$ cat src/rtl/pc_fetch_unit.sv
// pc_fetch_unit: program counter and fetch sequencer for the 9-bit CPU.
//
// Drives the registered fetch address and applies the decode stage's
// control-flow requests. Priority in RUN, highest first: done, rts, jsr,
// br, stall, increment. Lower-priority requests in the same cycle are
// dropped. Subroutine calls go through a 16-entry target table and push
// their return address onto a small LIFO.
//
// Ports:
//   clk, rst_n        clock (rising edge), asynchronous active-low reset
//   start             pulse: enter RUN at pc 0 from IDLE/HALT/FAULT
//   stall             hold pc this cycle
//   br_en, br_off     relative branch, signed two's-complement offset
//   jsr_en, jsr_idx   call through target table entry jsr_idx
//   rts_en            return to the address on top of the stack
//   done              program done request, enters HALT
//   cfg_we/idx/addr   target table write port, active in every state
//   pc                current fetch address
//   running/halted/fault  state flags, registered
//   sp                stack occupancy, 0..STACK_D
module pc_fetch_unit #(
    parameter int unsigned PC_W    = 10,
    parameter int unsigned STACK_D = 4,
    parameter int unsigned TBL_N   = 16
) (
    input  logic            clk,
    input  logic            rst_n,
    input  logic            start,
    input  logic            stall,
    input  logic            br_en,
    input  logic [PC_W-1:0] br_off,
    input  logic            jsr_en,
    input  logic [3:0]      jsr_idx,
    input  logic            rts_en,
    input  logic            done,
    input  logic            cfg_we,
    input  logic [3:0]      cfg_idx,
    input  logic [PC_W-1:0] cfg_addr,
    output logic [PC_W-1:0] pc,
    output logic            running,
    output logic            halted,
    output logic            fault,
    output logic [2:0]      sp
);

    localparam int unsigned IDX_W   = (STACK_D > 1) ? $clog2(STACK_D) : 1;
    localparam logic [2:0]  SP_FULL = 3'(STACK_D);

    typedef enum logic [1:0] {StIdle, StRun, StHalt, StFault} state_t;

    state_t          state;
    logic [PC_W-1:0] stack [STACK_D];
    logic [PC_W-1:0] tbl   [TBL_N];

    logic [IDX_W-1:0] top_idx;
    logic [IDX_W-1:0] push_idx;
    logic [PC_W-1:0]  pc_inc;

    assign top_idx  = IDX_W'(sp - 3'd1);
    assign push_idx = IDX_W'(sp);
    assign pc_inc   = pc + PC_W'(1);

    // Target table. Non-blocking write gives read-before-write to a jsr
    // indexing the same entry in the same cycle.
    always_ff @(posedge clk or negedge rst_n) begin
        if (!rst_n) begin
            for (int i = 0; i < int'(TBL_N); i++) begin
                tbl[i] <= '0;
            end
        end else if (cfg_we) begin
            tbl[cfg_idx] <= cfg_addr;
        end
    end

    always_ff @(posedge clk or negedge rst_n) begin
        if (!rst_n) begin
            state   <= StIdle;
            pc      <= '0;
            sp      <= '0;
            running <= 1'b0;
            halted  <= 1'b0;
            fault   <= 1'b0;
            for (int i = 0; i < int'(STACK_D); i++) begin
                stack[i] <= '0;
            end
        end else begin
            unique case (state)
                StRun: begin
                    if (done) begin
                        state   <= StHalt;
                        running <= 1'b0;
                        halted  <= 1'b1;
                    end else if (rts_en) begin
                        if (sp == 3'd0) begin
                            state   <= StFault;
                            running <= 1'b0;
                            fault   <= 1'b1;
                        end else begin
                            pc <= stack[top_idx];
                            sp <= sp - 3'd1;
                        end
                    end else if (jsr_en) begin
                        if (sp == SP_FULL) begin
                            state   <= StFault;
                            running <= 1'b0;
                            fault   <= 1'b1;
                        end else begin
                            stack[push_idx] <= pc_inc;
                            pc              <= tbl[jsr_idx];
                            sp              <= sp + 3'd1;
                        end
                    end else if (br_en) begin
                        pc <= pc + br_off;
                    end else if (!stall) begin
                        pc <= pc_inc;
                    end
                end
                default: begin
                    // Stack contents survive start; only the pointer resets.
                    if (start) begin
                        state   <= StRun;
                        pc      <= '0;
                        sp      <= '0;
                        running <= 1'b1;
                        halted  <= 1'b0;
                        fault   <= 1'b0;
                    end
                end
            endcase
        end
    end

endmodule

$ cat config.mk
export PLATFORM = sky130hd
export DESIGN_NAME = pc_fetch_unit
export DESIGN_NICKNAME = d
export VERILOG_FILES = /design/src/rtl/pc_fetch_unit.sv
export SDC_FILE = /design/constraint.sdc
export NUM_CORES = 1
export LEC_CHECK = 0
export ABC_AREA = 1
export CAP_MARGIN = 20
export CORE_ASPECT_RATIO = 0.9
export CORE_MARGIN = 1
export CORE_UTILIZATION = 48
export DETAILED_ROUTE_END_ITERATION = 6
export GPL_TIMING_DRIVEN = 0
export HOLD_SLACK_MARGIN = 0.08
export PLACE_DENSITY_LB_ADDON = 0.12
export SLEW_MARGIN = 20
export SYNTH_ARGS = -nofsm -noshare
export SYNTH_HDL_FRONTEND = slang
export SYNTH_SLANG_ARGS = --single-unit
$ cat constraint.sdc
create_clock -name clk -period 1.96 [get_ports clk]
set_clock_uncertainty 0.2 [all_clocks]
set_input_delay 0.392 -clock clk [delete_from_list [all_inputs] [get_ports clk]]
set_output_delay 0.392 -clock clk [all_outputs]
set_load 0.01 [all_outputs]
== Yosys cells after proc, flatten, opt, wreduce, memory -nomap -nowiden ==
Index checks and enable logic that the tools add are counted.
Word-level totals
  register bits: 218
  input bits: 37
  output and inout bits: 16
Cells by class
  equal/unequal tests: 14
  reduce and logical (&&, ||, !) cells: 10
  magnitude comparators: 6
  mux-type cells: 51
  add/subtract/negate cells: 4
  bitwise gates (word level): 7
Operators by type and width (count)
  bitwise mux 160 bit: 1
  2-to-1 mux 10 bit: 15
  binary-select mux 10 bit (select 4 bit): 1
  bitwise mux 40 bit: 1
  demux 10 bit (select 4 bit): 1
  2-to-1 mux 3 bit: 7
  binary-select mux 10 bit (select 2 bit): 1
  demux 10 bit (select 2 bit): 1
  AND reduction 5 bit: 4
  2-to-1 mux 1 bit: 16
  inequality test 4 bit (second input constant): 4
  inequality test 3 bit (second input constant): 5
  2-to-1 mux 2 bit: 7
  adder 10 x 1 -> 10 bit (second input constant): 1
  adder 10 bit: 1
  >= comparator 5 bit (second input constant): 2
  NOT 4 -> 5 bit: 2
  >= comparator 3 bit (second input constant): 2
  NOT 2 -> 3 bit: 2
  less-than comparator 5 x 1 -> 1 bit (second input constant): 1
  inequality test 5 bit (second input constant): 1
  inequality test 2 bit (second input constant): 2
  AND reduction 4 bit: 1
  adder 3 x 1 -> 3 bit (second input constant): 1
  9 further kinds: 12

== Longest topological paths before layout ==
  depth in word-level cells: 9
  depth in mapped cells: 13
  mapped depth without buffers: 12

== Least setup slack after synthesis ==
Ideal clock, no wire load.
  kind: reg-to-reg
  from: register sp[0]
  to: register stack[35] in the netlist's numbering
  arrival: 1850 ps
  stages on the path, launching flop included: 10
  clock period less this slack: 2174 ps
  buffers on the path: 2
  setup slack: -214 ps
  data required time: 1636 ps
  cells stage by stage: dfrtp_1 inv_1 buf_2 ha_1 ha_1 nor4_4 nand2_1 buf_2 nand2_1 o21ai_1
On the way
  cells in the longest elaborated chain, start to end: 6
  elaborated cells on any way between the ends: 10
  those cells by class: order compare: 2; eq/ne: 1; mux: 3; bitwise: 2; reduce/logical: 2
Ends and longest elaborated chain
  start, declared: line 43  | output logic [2:0] sp
  start signal, assigned: line 100  | sp <= sp - 3'd1;
  start signal, assigned: line 110  | sp <= sp + 3'd1;
  NOT 2 -> 3 bit (not written as such): line 108  | stack[push_idx] <= pc_inc;
  >= comparator 3 bit (not written as such) or less-than comparator 3 x 1 -> 1 bit (tied branches): line 108
  logical AND 1 bit (not written as such): line 108
  2-to-1 mux 10 bit (not written as such): line 108
  demux 10 bit (select 2 bit): line 108
  bitwise mux 40 bit: line 108
  end signal, assigned by index: line 108
  end, declared: line 52  | logic [PC_W-1:0] stack [STACK_D];
Several ways; a longest one is shown, not always the timed one.
A chain may end at the register's enable or synchronous reset.

== Final worst setup path ==
  from: register sp[0]
  to: register stack[4] in the netlist's numbering
The elaborated chain is that of the path after synthesis.

==> results.md <==
- Final WL: 36,900 um
- Multiplexer area fraction after synthesis: 0%
- Yosys warns: 0
- Final setup viols: 37
- Port Buffer Count: 50
- Placement Rows: 52
- Min-delay worst type: input port to async pin
- Leakage power: around 0.0064 uW
- Antenna violations before repair: 0
- Average via count per standard cell: 5.60
- Area grow syn2layout: 22.4%
- Mapped cell area: ~11,000 sq um
- CTS root buf: clkbuf_16
- Die Span Y: between 100 and 150 um
- Max-slew headroom: between 40% and 50%
- CTS tree: done
- Inserted Clock Buffers: 25
- Final Slew Violations: 0
- Clock power frac: between 20% and 30%
- Largest net degree at the start of global routing: 94
- Max-Cap Viols: 0
- Final Power: 16,700 uW
- Crit share post-route: 101%
- RSZ-0062 raised after global routing: true
- Sw Pwr: slightly below 6000 uW
- Iteration-0 DRC count of the detailed router: ~1,000
- Aggregate global-route resource usage: a little under a third
- Yosys reg bits: about 220
- Xor and xnor area share after synthesis: less than 1%
- Clock Tree Buf Depth: 3
- Hpwl dp: approximately 25,000 um
- Area of the core: between 20,000 and 25,000 sq um
- Worst Path Arrival: between 2 and 2.5 ns
- Crit path capture type: register
- Top cell type's share of synthesized area: between 40% and 50%
- Clock sinks: roughly 220
- DRC: 0
- WP data required: 2.17 ns
- Peak supply drop: just under 0.8 mV
- Initial Utilization: a little under 50%
- Most frequent cells in the layout: nand2_1 (437), dfrtp_1 (210), nand3_1 (167), o21ai_0 (164), inv_1 (91)
- Fin crit period: between 1.5 and 2 ns
- Largest family of logic cells by synthesized area: simple AND/OR/NAND/NOR gates
- EDFF count, synth: 0
- Total Die Area: ~24,000 sq um
- First-pass GRT wire length: roughly 57,000 um
- Router iterations before antenna repair: 5
- Largest area contributor in the netlist: dfrtp_1
- Wire per inst: approximately 20 um
- Netlist cell types: 34
- Status: finished, violations left
- GP Congestion: around 0.94
- CP max FO: 5
- CP Launch Type: register
- Sequential Power Share: about two fifths
- Commonest non-fill, non-tap cell in the layout: nand2_1
- Setup CP Type: register to register
- I/O pin cnt: between 50 and 60
- Worst-Margin Slew: 0.864 ns
- Compound-gate portion of the synthesized area: between 10% and 20%
- Setup ws final: -0.0293 ns
- Final layout net count: between 1,500 and 2,000
- Async SR Flop Fraction: between 90% and 100%
- Post-synth top flop: dfrtp_1
- Failing checks: negative setup slack
- Fin. Hold Viols: 0
- Sequential fraction of the synthesis area: 49.6%
- Share of layout cells above drive strength 1: between 10% and 20%
- Synth Area in Simple Gates: around 28%
- Adder-cell share of the synthesized area: approximately 2%
- Syn nets: about 1,500
- Syn Area/Cell: 7.59 sq um
- Int Pwr: roughly 11,000 uW
- Area contributors post-synth: dfrtp_1 (50%), nand2_1 (17%), nand3_1 (7.8%), o21ai_0 (7.6%), inv_1 (3.2%)
- Clock transition at path regs: 0.06 ns
- Setup TNS: -0.461 ns
- Post-synthesis cell count: approximately 1,400
- Inserted Diodes: 0
- Chip Width: 162 um
- Comb pwr share: 33.7%
- Htree depth: 1
- Fmax: a little over 0.5 GHz
- Worst skew pair latency: 0.53 ns
- Net Sw Frac: ~36%
- Vias in the first global route: between 10,000 and 15,000
- Core Util, Final: 59.8%
- Routed Antenna Nets: 0
- Total gr overflow: 0
- Via count: between 10,000 and 15,000
- Pwr Density: around 1200 nW/um^2
-- worst max-delay path, cell delays in order (launching register included) --
cell and delay [ns]:
dfrtp_2 0.41, inv_4 0.06, ha_4 0.18, ha_4 0.18, nor4_4 0.28, buf_6 0.21
nand2_4 0.09, buf_6 0.15, nand2_2 0.06, o21ai_2 0.04
-- sequential cells by signal, summed over array words and instances (netlist names) --
register / flops
pc: 10
fault: 1
tbl: 160
state: 2
sp: 3
running: 1
halted: 1
stack: 40
-- path summary, 6_finish.rpt --
path | start | endpoint | slack [ns] | cells past startpoint
max in group asynchronous | rst_n | sp[0] | 0.63 | 3
min in group clk | tbl[46] | tbl[46] | 0.28 | 2
setup / recovery | sp[0] | stack[4] | -0.03 | 9
hold reg to reg | tbl[46] | tbl[46] | 0.28 | 2
hold / removal | rst_n | tbl[37] | 0.13 | 2
setup reg to reg | sp[0] | stack[4] | -0.03 | 9
-- area by class of cell --
cell class / instances / area, sq um
timing repair buffer: 81 / 808
fill: 2049 / 9050
clock buffer: 32 / 682
sequential: 218 / 5470
buffer: 91 / 503
tap: 297 / 372
clock inverter: 8 / 119
inverter: 99 / 383
multi-input combinational: 1039 / 5130
-- power by group through the flow --
stage	combinational [uW]	sequential [uW]	clock [uW]
3_5_place_dp	4660	6430	0
4_1_cts	5070	6290	4710
3_3_place_gp	4550	6420	0
2_1_floorplan	3100	6300	0
5_1_grt	6290	6520	4890
6_report	5630	6380	4700
-- through the flow --
| step | worst slack (ns) | cell area [sq um] | cells | hold WS, ns |
|---|---|---|---|---|
| 4_1_cts | -0.0587 | 13000 | 1855 | 0.134 |
| 5_1_grt | -0.0847 | 13500 | 1865 | 0.162 |
| 3_5_place_dp | -0.640 | 12000 | 1798 | 0.0880 |
| 3_3_place_gp | -10.09 | 11900 | 1796 | 0.266 |
| 2_1_floorplan | 0.000444 | 11000 | 1449 | -0.104 |
| 6_report | -0.0293 | 13500 | 1865 | 0.135 |
-- cells in the mapped netlist (2+ instances only) --
library cell,instances
a21oi_1,44
o21bai_1,3
o211ai_1,3
nand4_1,7
buf_2,36
nor2_1,76
nor3_1,2
o21ai_1,43
buf_6,2
o21ai_0,168
inv_1,93
ha_1,16
inv_2,2
inv_4,2
nand3b_1,4
buf_4,9
nand2_1,487
nor2_4,2
o221ai_1,2
clkbuf_1,46
nand3_1,171
clkinv_1,2
dfrtp_1,218
-- routing by layer --
layer / global-route usage (%) / up-vias / share of wire [%]
met5: 0 / - / 0
met4: 11.7 / 0 / 3.5
met3: 6.93 / 84 / 8.8
met2: 46.3 / 444 / 44
met1: 45.9 / 4998 / 44
li1: - / 4924 / -
-- cell families after synthesis --
kind of cell,after synthesis
AO/OA/AOI/OAI,267
XOR/XNOR,2
adder cells (fa/ha/maj),17
buffers and inverters,192
flip-flops,218
AND/OR/NAND/NOR,753
-- what timing repair did --
item                                   4_1_cts  5_1_grt
pin swaps                                    7       19
buffers inserted                            16       10
setup endpoints to repair                   72       51
endpoints found under the hold margin      218        0
hold buffers                                 1        0
resized for setup                           60      108
cloned                                       1        3
(Power assumes the default switching activity.)
==> patch: new RTL, same flow settings <==
Register the output `fault` once more, with the module's reset; this adds one clock of latency there. The other outputs are not delayed to match. Comments in the files are not updated.
--- a/src/rtl/pc_fetch_unit.sv
+++ b/src/rtl/pc_fetch_unit.sv
@@ -50,2 +50,4 @@
 
+    logic fault_s0;
+
     state_t          state;
@@ -81,3 +83,3 @@
             halted  <= 1'b0;
-            fault   <= 1'b0;
+            fault_s0 <= 1'b0;
             for (int i = 0; i < int'(STACK_D); i++) begin
@@ -96,3 +98,3 @@
                             running <= 1'b0;
-                            fault   <= 1'b1;
+                            fault_s0 <= 1'b1;
                         end else begin
@@ -105,3 +107,3 @@
                             running <= 1'b0;
-                            fault   <= 1'b1;
+                            fault_s0 <= 1'b1;
                         end else begin
@@ -125,3 +127,3 @@
                         halted  <= 1'b0;
-                        fault   <= 1'b0;
+                        fault_s0 <= 1'b0;
                     end
@@ -132,2 +134,10 @@
 
+    always_ff @(posedge clk or negedge rst_n) begin
+        if (!rst_n) begin
+            fault <= '0;
+        end else begin
+            fault <= fault_s0;
+        end
+    end
+
 endmodule
Behaviour: not the same (a bounded check fails within 4 cycles, from zero or initial values and one cycle with rst_n low).
==> patch against the original RTL <==
The flow still finishes with violations (setup timing); worst setup slack improved by 0.0054 ns; sequential cell count rose by 1; non-clock buffer count rose by 1; routed wire length fell by 2.9%; area after synthesis rose by 0.23%; total power rose by 1.6%; synthesized cell count barely moved; design area rose by 0.34%; worst hold slack improved by 0.0080 ns; critical endpoint is now pc[9]$_DFFE_PN0P_; largest power group unchanged; highest routed layer unchanged.
==> patch: results <==
yosys:
  synth-adder-area-share: 0.0200
  synthesized_net_count: 1504
  synth_xor_xnor_area_share: 0.00159
  synth.area.top_cells: "sky130_fd_sc_hd__dfrtp_1, sky130_fd_sc_hd__nand2_1, sky130_fd_sc_hd__nand3_1, sky130_fd_sc_hd__o21ai_0, sky130_fd_sc_hd__inv_1"
  ys_types: 35
  synth-compound-area-share: 0.124
  syn_area_per_cell_um2: 7.60
  seq_area_frac_synth: 0.497
  netlist_top_cells_count: "sky130_fd_sc_hd__nand2_1, sky130_fd_sc_hd__dfrtp_1, sky130_fd_sc_hd__nand3_1"
detailed_routing:
  met2RoutedLength_um: 15700
  wl_met3_um: 2810
  met1_length_um: 16300
  drtIter0Drc: 1100
  route.detailed.vias_per_inst: 5.56
  postRouteWirelength_um: 35900
  wl_per_cell_um: 19.2
setup_path:
  r2r-end: "pc[9]$_DFFE_PN0P_"
  critPathArrivalTime_ns: 2.24
  worst_r2r_path_depth: 11
  cp_delay_by_family_top: "compound AO/OA/AOI/OAI gates"
  critPathMaxFanout: 4
cells_and_area:
  layout.buffer.nonclock.area_share: 0.0970
  finish.net_count: 1611
  seq_area_frac: 0.407
  fillCellCount: 2066
  area_taken_by_multi_input_logic_gates_um2: 5090
  post_route_cells_drive_above_1_share: 0.132
  buffers: 173
  clkcell_share: 0.0643
  clkbuf_count: 35
  antenna_cells_inserted: 0
global_route:
  grt_max_degree: 67
  grt_util_met3: 0.0573
  gr-usage-met2: 0.449
  globalRouteTotalUtil: 0.302
  first_global_vias: 9706
  grt_pass1_wl_um: 54200
  routing_usage_on_met1: 0.444
pwr:
  irDropWorstVdd_mv: 1.00
  power.static_leakage_nw: 6.44
sta:
  worst_slew_margin_rel: 0.443
  smallest_hold_slack_ns: 0.143
  tns_ns: -0.0238
  finalWorstSetupSlack_ns: -0.0238
  final-setup-viol-count: 1
placed_design:
  detailed_placer_s_ending_hpwl_um: 24200
  gp_routability_congestion: 0.957
  post-place-cells: 1800
  placement.setup.worst_slack_ns: -0.595
  cell_area_reported_after_detailed_placement_um2: 12000
clock_tree:
  ctsRootBufferMaster: "sky130_fd_sc_hd__clkbuf_16"
  cts.repair.resized: 43
  h-tree-depth: 1
  post-cts-setup-buffers: 17
outcome:
  failed_checks: "setup timing"
  run_status: "complete, but fails checks"
[patch: changes by cell type after synthesis, sizes merged]
cell	delta
clkbuf	-1
buf	+1
dfrtp	+1
[patch: power breakdown]
group	leakage, nW	switching [mW]	total (mW)	internal (mW)
combinational	3.26	3.41	5.66	2.25
sequential	2.77	0.705	6.38	5.68
clock	0.414	1.91	4.94	3.03
[patch: worst max path at each step]
stage,from,to,slack [ns],cells after the start
after global placement,rst_n,sp[0]$_DFFE_PN0P_,-10.10,1
after global routing,pc[8]$_DFFE_PN0P_,pc[9]$_DFFE_PN0P_,-0.15,11
after CTS,sp[0]$_DFFE_PN0P_,pc[4]$_DFFE_PN0P_,-0.01,8
after detailed placement,br_off[0],pc[2]$_DFFE_PN0P_,-0.59,9
after floorplan,sp[0]$_DFFE_PN0P_,stack[35]$_DFFE_PN0P_,0.0004,9
final,sp[0]$_DFFE_PN0P_,pc[9]$_DFFE_PN0P_,-0.02,11
